[src/rtl/uart_rx_fifo.sv]
// UART receive FIFO: edge-detected byte capture, first-word-fall-through read port,
// occupancy/overflow status and watermark IRQ. Optional idle timeout: UART_RX_FIFO_TIMEOUT_EN.
module uart_rx_fifo #(
  parameter  int DEPTH  = 16,
  parameter  int DATA_W = 8,
  localparam int CW     = $clog2(DEPTH) + 1
) (
  input  logic              clk_i,
  input  logic              rst_i,
  input  logic [DATA_W-1:0] rx_data_i,
  input  logic              rx_done_i,
  input  logic              rd_en_i,
  output logic [DATA_W-1:0] rd_data_o,
  output logic              empty_o,
  output logic              full_o,
  output logic [CW-1:0]     count_o,
  input  logic [CW-1:0]     watermark_i,
  output logic              irq_o,
  output logic              overflow_o,
  input  logic              ovf_clr_i,
  input  logic              flush_i,
  input  logic [15:0]       timeout_cycles_i,
  output logic              timeout_o
);

  localparam int AW = $clog2(DEPTH);

  logic [DATA_W-1:0] mem [DEPTH];
  logic [AW-1:0]     wr_ptr, rd_ptr;
  logic [CW-1:0]     count;
  logic              done_q;
  logic              push_req, pop, push_ok, wm_hit;

  assign empty_o  = (count == '0);
  assign full_o   = (count == CW'(DEPTH));
  assign count_o  = count;
  assign push_req = rx_done_i & ~done_q;
  assign pop      = rd_en_i & ~empty_o;
  assign push_ok  = push_req & (~full_o | pop);
  assign rd_data_o = empty_o ? '0 : mem[rd_ptr];
  assign wm_hit   = (watermark_i != '0) && (count >= watermark_i);

  // done_q resets high so a level already asserted at reset release is not a new byte
  always_ff @(posedge clk_i or posedge rst_i) begin
    if (rst_i) begin
      done_q     <= 1'b1;
      wr_ptr     <= '0;
      rd_ptr     <= '0;
      count      <= '0;
      overflow_o <= 1'b0;
    end else begin
      done_q <= rx_done_i;
      if (push_req && full_o && !pop && !flush_i)
        overflow_o <= 1'b1;
      else if (ovf_clr_i)
        overflow_o <= 1'b0;
      if (flush_i) begin
        wr_ptr <= '0;
        rd_ptr <= '0;
        count  <= '0;
      end else begin
        if (push_ok) wr_ptr <= wr_ptr + AW'(1);
        if (pop)     rd_ptr <= rd_ptr + AW'(1);
        if (push_ok && !pop)      count <= count + CW'(1);
        else if (pop && !push_ok) count <= count - CW'(1);
      end
    end
  end

  // Storage is deliberately not reset
  always_ff @(posedge clk_i) begin
    if (push_ok && !flush_i) mem[wr_ptr] <= rx_data_i;
  end

`ifdef UART_RX_FIFO_TIMEOUT_EN
  logic [15:0] idle;

  always_ff @(posedge clk_i or posedge rst_i) begin
    if (rst_i) begin
      idle      <= '0;
      timeout_o <= 1'b0;
    end else begin
      if (push_req || pop || flush_i)
        idle <= '0;
      else if (!empty_o && idle != 16'hFFFF)
        idle <= idle + 16'd1;
      if (pop || flush_i)
        timeout_o <= 1'b0;
      else if (timeout_cycles_i != '0 && idle == timeout_cycles_i)
        timeout_o <= 1'b1;
    end
  end

  assign irq_o = wm_hit | timeout_o;
`else
  logic unused_timeout;
  assign unused_timeout = ^timeout_cycles_i;
  assign timeout_o      = 1'b0;
  assign irq_o          = wm_hit;
`endif

endmodule
[config.mk]
export PLATFORM = sky130hd
export DESIGN_NAME = uart_rx_fifo
export DESIGN_NICKNAME = d
export VERILOG_FILES = /design/src/rtl/uart_rx_fifo.sv
export SDC_FILE = /design/constraint.sdc
export NUM_CORES = 1
export LEC_CHECK = 0
export ABC_CLOCK_PERIOD_IN_PS = 3400
export CORE_MARGIN = 5
export CORE_UTILIZATION = 54
export CTS_CLUSTER_DIAMETER = 80
export DETAILED_ROUTE_END_ITERATION = 8
export GPL_TIMING_DRIVEN = 1
export PLACE_DENSITY = 0.85
export SLEW_MARGIN = 20
export SYNTH_ARGS = -nofsm -noshare
export SYNTH_HDL_FRONTEND = slang
export SYNTH_SLANG_ARGS = --single-unit
export TNS_END_PERCENT = 10
[constraint.sdc]
create_clock -name clk_i -period 3.4 [get_ports clk_i]
set_input_delay 0.68 -clock clk_i [delete_from_list [all_inputs] [get_ports clk_i]]
set_output_delay 0.68 -clock clk_i [all_outputs]
set_load 0.01 [all_outputs]
==> results of run 1 <==
[layout make-up]
class / count / share of cell area
clock inverters: 15 / 0.0195
clock buffers: 17 / 0.0566
multi-input cells: 166 / 0.235
flip-flops and latches: 143 / 0.577
inverters: 11 / 0.00564
repair buffers: 63 / 0.0817
well taps: 140 / 0.0239
[power breakdown]
group	total [W]	internal, W	leakage, nW	switching, W
combinational	0.00123	0.000692	0.865	0.000539
sequential	0.00207	0.00196	1.35	0.000108
clock	0.00171	0.000935	0.273	0.000771
total	0.00500	0.00359	2.48	0.00142
[per-layer routing]
metal | global-route usage | vias up
met3 | 0.0564 | 20
met1 | 0.244 | 1597
met2 | 0.341 | 130
met4 | 0.0526 | 0
met5 | 0 | -
li1 | - | 1459
[worst max-delay path, delay by kind of cell, from the launching register on]
kind,cells,cell delay (ns)
buf+inv,2,0.71
mux,2,0.70
flops,1,0.49
compound gates,1,0.16
[logic make-up after synthesis]
kind of cell / Yosys count / synth area share
simple gates: 64 / 0.0522
other cells: 1 / 0.000621
fa+ha+maj: 15 / 0.0323
flops: 143 / 0.699
buf+inv: 28 / 0.0207
compound gates: 27 / 0.0296
xor+xnor: 7 / 0.0101
mux: 52 / 0.156
[final timing paths]
path,start,end,slack (ns),cells after the start
setup / recovery,rd_ptr[0],rd_data_o[0],0.13,5
hold / removal,overflow_o,overflow_o,0.52,1
setup reg to reg,count_o[0],count_o[4],0.39,9
hold reg to reg,overflow_o,overflow_o,0.52,1
max in group asynchronous,rst_i,rd_ptr[0],2.42,2
min in group asynchronous,rst_i,count_o[1],0.54,2
[cells in the final DEF, fill, tap and decap left out, drive strengths merged, types with 11 or more instances in the layout]
| cell | n |
|---|---|
| edfxtp | 128 |
| clkdlybuf4s50 | 35 |
| mux4 | 32 |
| buf | 28 |
| nor2 | 25 |
| inv | 21 |
| clkbuf | 17 |
| mux2i | 16 |
| ha | 14 |
| dfrtp | 14 |
| nand2 | 11 |
[registers in the layout, indices dropped and copies added (netlist names)]
signal,cells
rd_ptr,4
count_o,5
overflow_o,1
wr_ptr,4
mem,128
done_q,1
[per-stage QoR]
stage	hold WS [ns]	util	area [um2]
CTS	0.528	0.670	7300
floorplan	0.538	-	6040
global route	0.550	0.672	7320
global placement	0.503	0.616	6710
finish	0.520	0.672	7320
detailed placement	0.509	0.616	6710
[repair_timing]
item	in CTS	in global routing
setup endpoints to repair	8	8
setup buffers	3	0
resized for setup	4	4
hold buffers	0	0
==> metrics.yaml, run 1 <==
status: "complete, no violations"
p_leak_nw: 2.48
syn-cell-area_mm2: 0.00604
die_h_um: 116
cp_slowest_cell: "clkdlybuf4s50_1"
clock-sinks: 143
wl_met2_mm: 6.26
avgSynthCellArea_um2: 17.9
multi_input_area_mm2: 0.00172
crit_type: "reg -> out"
num-fill-cells: 704
ioPinCount: 53
track_usage: 0.196
finalSetupTns_ns: 0
start_util: 0.555
clk_latency_ns: 0.52
die_w_um: 116
max_freq_mhz: 305
gp_congestion: 0.764
grt-ovfl-total: 0
power.density_mw_per_mm2: 684
drive_above_1_share: 0.260
fin_ws_ns: 0.125
crit_required_ns: 2.72
ctsLongestPathBuffers: 2
ys.flop_type: "edfxtp_1"
synth_top_area_cell: "edfxtp_1"
clk_transition_reported_paths_ns: 0.07
drv_cap: 0
crit_path_max_incr_delay_ns: 0.51
rows: 38
drt_iter0_markers: 270
final_max_slew_viol_count: 0
port_buffers: 35
dr_wl_met3_um: 895
ys_top_cells_by_count: "edfxtp_1, mux4_2, nor2_1, mux2i_1"
grt_pass1_vias: 3581
area.growth.synth_to_final_pct: 21.1
grt_first_pass_wirelength_mm: 19.0
yosysMostFrequentCell: "edfxtp_1"
synth_seq_cells: 143
cts_tree: "yes"
vias_per_cell: 5.78
antenna_found_initial: 0
vdd.ir_drop.worst_mv: 0.458
path_cells: "buf_12 > mux4_2 > mux2i_1 > o22ai_1 > clkdlybuf4s50_1"
hold_class: "reg -> reg"
setup_viol: 0
async_reset_ff_frac: 0.105
ys_types: 40
dpl.cell_count: 520
cts_buffers: 17
end_kind: "primary output"
fin_cells: 555
htreeDepth: 4
wl_met1_mm: 4.52
core_mm2: 0.0109
power.total_w: 0.00500
drt_wl_total_mm: 11.9
arrival_ns: 2.59
synth_edf_count: 128
grt_max_degree: 19
drc: 0
clock_skew_ns: 0.00783
crit_fanout: 16
synth_fp_nets: 387
rsz0062_at_grt: "yes"
n_antenna_cell: 0
postRouteAntennaNets: 0
post-route-min-period_ns: 3.27
design.die.area_mm2: 0.0134
yosys-top-cells-area: "edfxtp_1, mux4_2, dfrtp_1"
route.vias.total: 3206
synth.yosys.seq_area_share: 0.699
routedWlPerCell_um: 21.4
ctsRootBufferMaster: "clkbuf_8"
hpwl_mm: 7.97
place_ws_ns: 0.287
slew_headroom: 0.590
finalNetCount: 452
netlist.area_leader.share: 0.636
synth_cells: 337
first_pass_iters: 5
regArea_mm2: 0.00423
worst_pin_slew_ns: 0.613
post-route-period-util: 0.963
highest_layer: "met4"
ys_warn_count: 0
finalHoldViolations: 0
critPathLaunchType: "register"
No activity file was read; power rests on OpenSTA's default activity.
==> inputs of run 2 (changes only) <==
--- a/constraint.sdc
+++ b/constraint.sdc
@@ -3,2 +3,2 @@
 set_output_delay 0.68 -clock clk_i [all_outputs]
-set_load 0.01 [all_outputs]
+set_load 0.005 [all_outputs]
==> metrics.yaml, run 2 (same netlist as run 1, synthesis figures left out) <==
cts_tree: "yes"
hpwl_mm: 7.41
area.growth.synth_to_final_pct: 20.7
clock-sinks: 143
htreeDepth: 4
ctsRootBufferMaster: "clkbuf_8"
die_w_um: 116
path_cells: "buf_4 > mux4_2 > mux2i_1 > o22ai_1 > clkdlybuf4s50_1"
timing.critical_path.to: "rd_data_o[0]"
clock_skew_ns: 0.00878
post-route-min-period_ns: 3.22
port_buffers: 35
hold_buffers: 0
die_h_um: 116
end_kind: "primary output"
rows: 38
ioPinCount: 53
final_cell_mix: "edfxtp_1, clkdlybuf4s50_1, mux4_2"
dpl.cell_count: 519
vdd.ir_drop.worst_mv: 0.385
core_mm2: 0.0109
final_max_slew_viol_count: 0
critPathLaunchType: "register"
crit_required_ns: 2.72
worst_pin_slew_ns: 0.866
finalHoldViolations: 0
gp_congestion: 0.775
drive_above_1_share: 0.246
crit_type: "reg -> out"
vias_per_cell: 5.72
crit_fanout: 12
cp_slowest_cell: "mux4_2"
max_freq_mhz: 310
n_antenna_cell: 0
p_leak_nw: 2.47
crit_path_max_incr_delay_ns: 0.55
fin_area_mm2: 0.00729
finalSetupTns_ns: 0
first_pass_iters: 4
finalNetCount: 448
grt_first_pass_wirelength_mm: 18.4
drt_iter0_markers: 219
start_util: 0.555
antenna_found_initial: 0
arrival_ns: 2.54
routedWlPerCell_um: 20.5
design.die.area_mm2: 0.0134
rr_worst_depth: 9
hold_class: "in -> async"
largest_reg_flops: 128
fin_cells: 551
power.density_mw_per_mm2: 683
route.vias.total: 3150
slew_headroom: 0.423
regMostFlops: "mem"
ctsLongestPathBuffers: 2
drv_cap: 0
layout_commonest_cell: "edfxtp_1"
grt_pass1_vias: 3447
grt_max_degree: 33
holdWs_ns: 0.525
status: "complete, no violations"
place_area_mm2: 0.00669
rsz0062_at_grt: "no"
post_cts_buffers: 0
rr_endpoint: "count_o[4]"
r2r_slack_ns: 0.46
r2r_start: "count_o[0]"
postRouteAntennaNets: 0
drt_wl_total_mm: 11.3
cts_buffers: 17
setup_viol: 0
track_usage: 0.189
drc: 0
startpoint: "rd_ptr[0]"
clk_latency_ns: 0.52
grt-ovfl-total: 0
clk_transition_reported_paths_ns: 0.06
post-route-period-util: 0.947
==> run 2: cell types whose count changed in the layout (fill, tap and decap cells not counted), moves of 2 or more <==
cell,change
inv_6,-5
inv_8,-4
buf_4,-3
bufinv_16,+3
clkinv_2,+3
clkinv_4,+2
==> run 2: worst min-delay path by stage <==
stage / end / slack [ns]
2_1_floorplan: overflow_o / 0.50
3_3_place_gp: overflow_o / 0.50
3_5_place_dp: overflow_o / 0.51
4_1_cts: rd_ptr[1] / 0.52
5_1_grt: overflow_o / 0.55
6_report: rd_ptr[1] / 0.53
==> run 2: critical path: cells and delay by family, from the launching register on <==
kind	cells	cell delay, ns
flops	1	0.38
mux	2	0.75
compound gates	1	0.15
buf+inv	2	0.73
==> run 2: cell type report <==
type | count | area (um2)
clock inverter | 14 | 168
timing repair buffer | 59 | 556
sequential | 143 | 4220
tap | 140 | 175
clock buffer | 18 | 418
fill | 681 | 3600
inverter | 11 | 41.3
multi-input combinational | 166 | 1710
==> run 2: metrics by stage <==
stage	total power, W	utilization	setup slack (ns)
final	0.00498	0.670	0.179
after CTS	0.00502	0.669	0.0363
after detailed placement	0.00322	0.614	0.318
after global routing	0.00523	0.670	0.0465
after global placement	0.00319	0.614	0.339
after floorplan	0.00280	-	0.676
==> run 2: routing by layer <==
metal	track usage	wire (um)	vias to the layer above
li1	-	-	1449
met1	0.235	4450	1578
met2	0.316	5890	106
met3	0.0632	791	17
met4	0.0596	182	0
met5	0	0	-
==> run 2: report_power, final <==
part / total [W] / switching (W) / internal, W
clock: 0.00179 / 0.000671 / 0.00112
sequential: 0.00204 / 0.0000857 / 0.00196
combinational: 0.00115 / 0.000498 / 0.000653
==> run 2: what timing repair did <==
| item | in CTS | in global routing |
|---|---|---|
| gates resized for setup | 2 | 2 |
| setup endpoints to repair | 7 | 8 |
| gates cloned | 0 | 0 |
==> inputs of run 3 (changes only) <==
- GPL_ROUTABILITY_DRIVEN: not set -> 0
==> results of run 3 <==
Same layout as run 2: the final DEF is identical, and so are final timing and power.
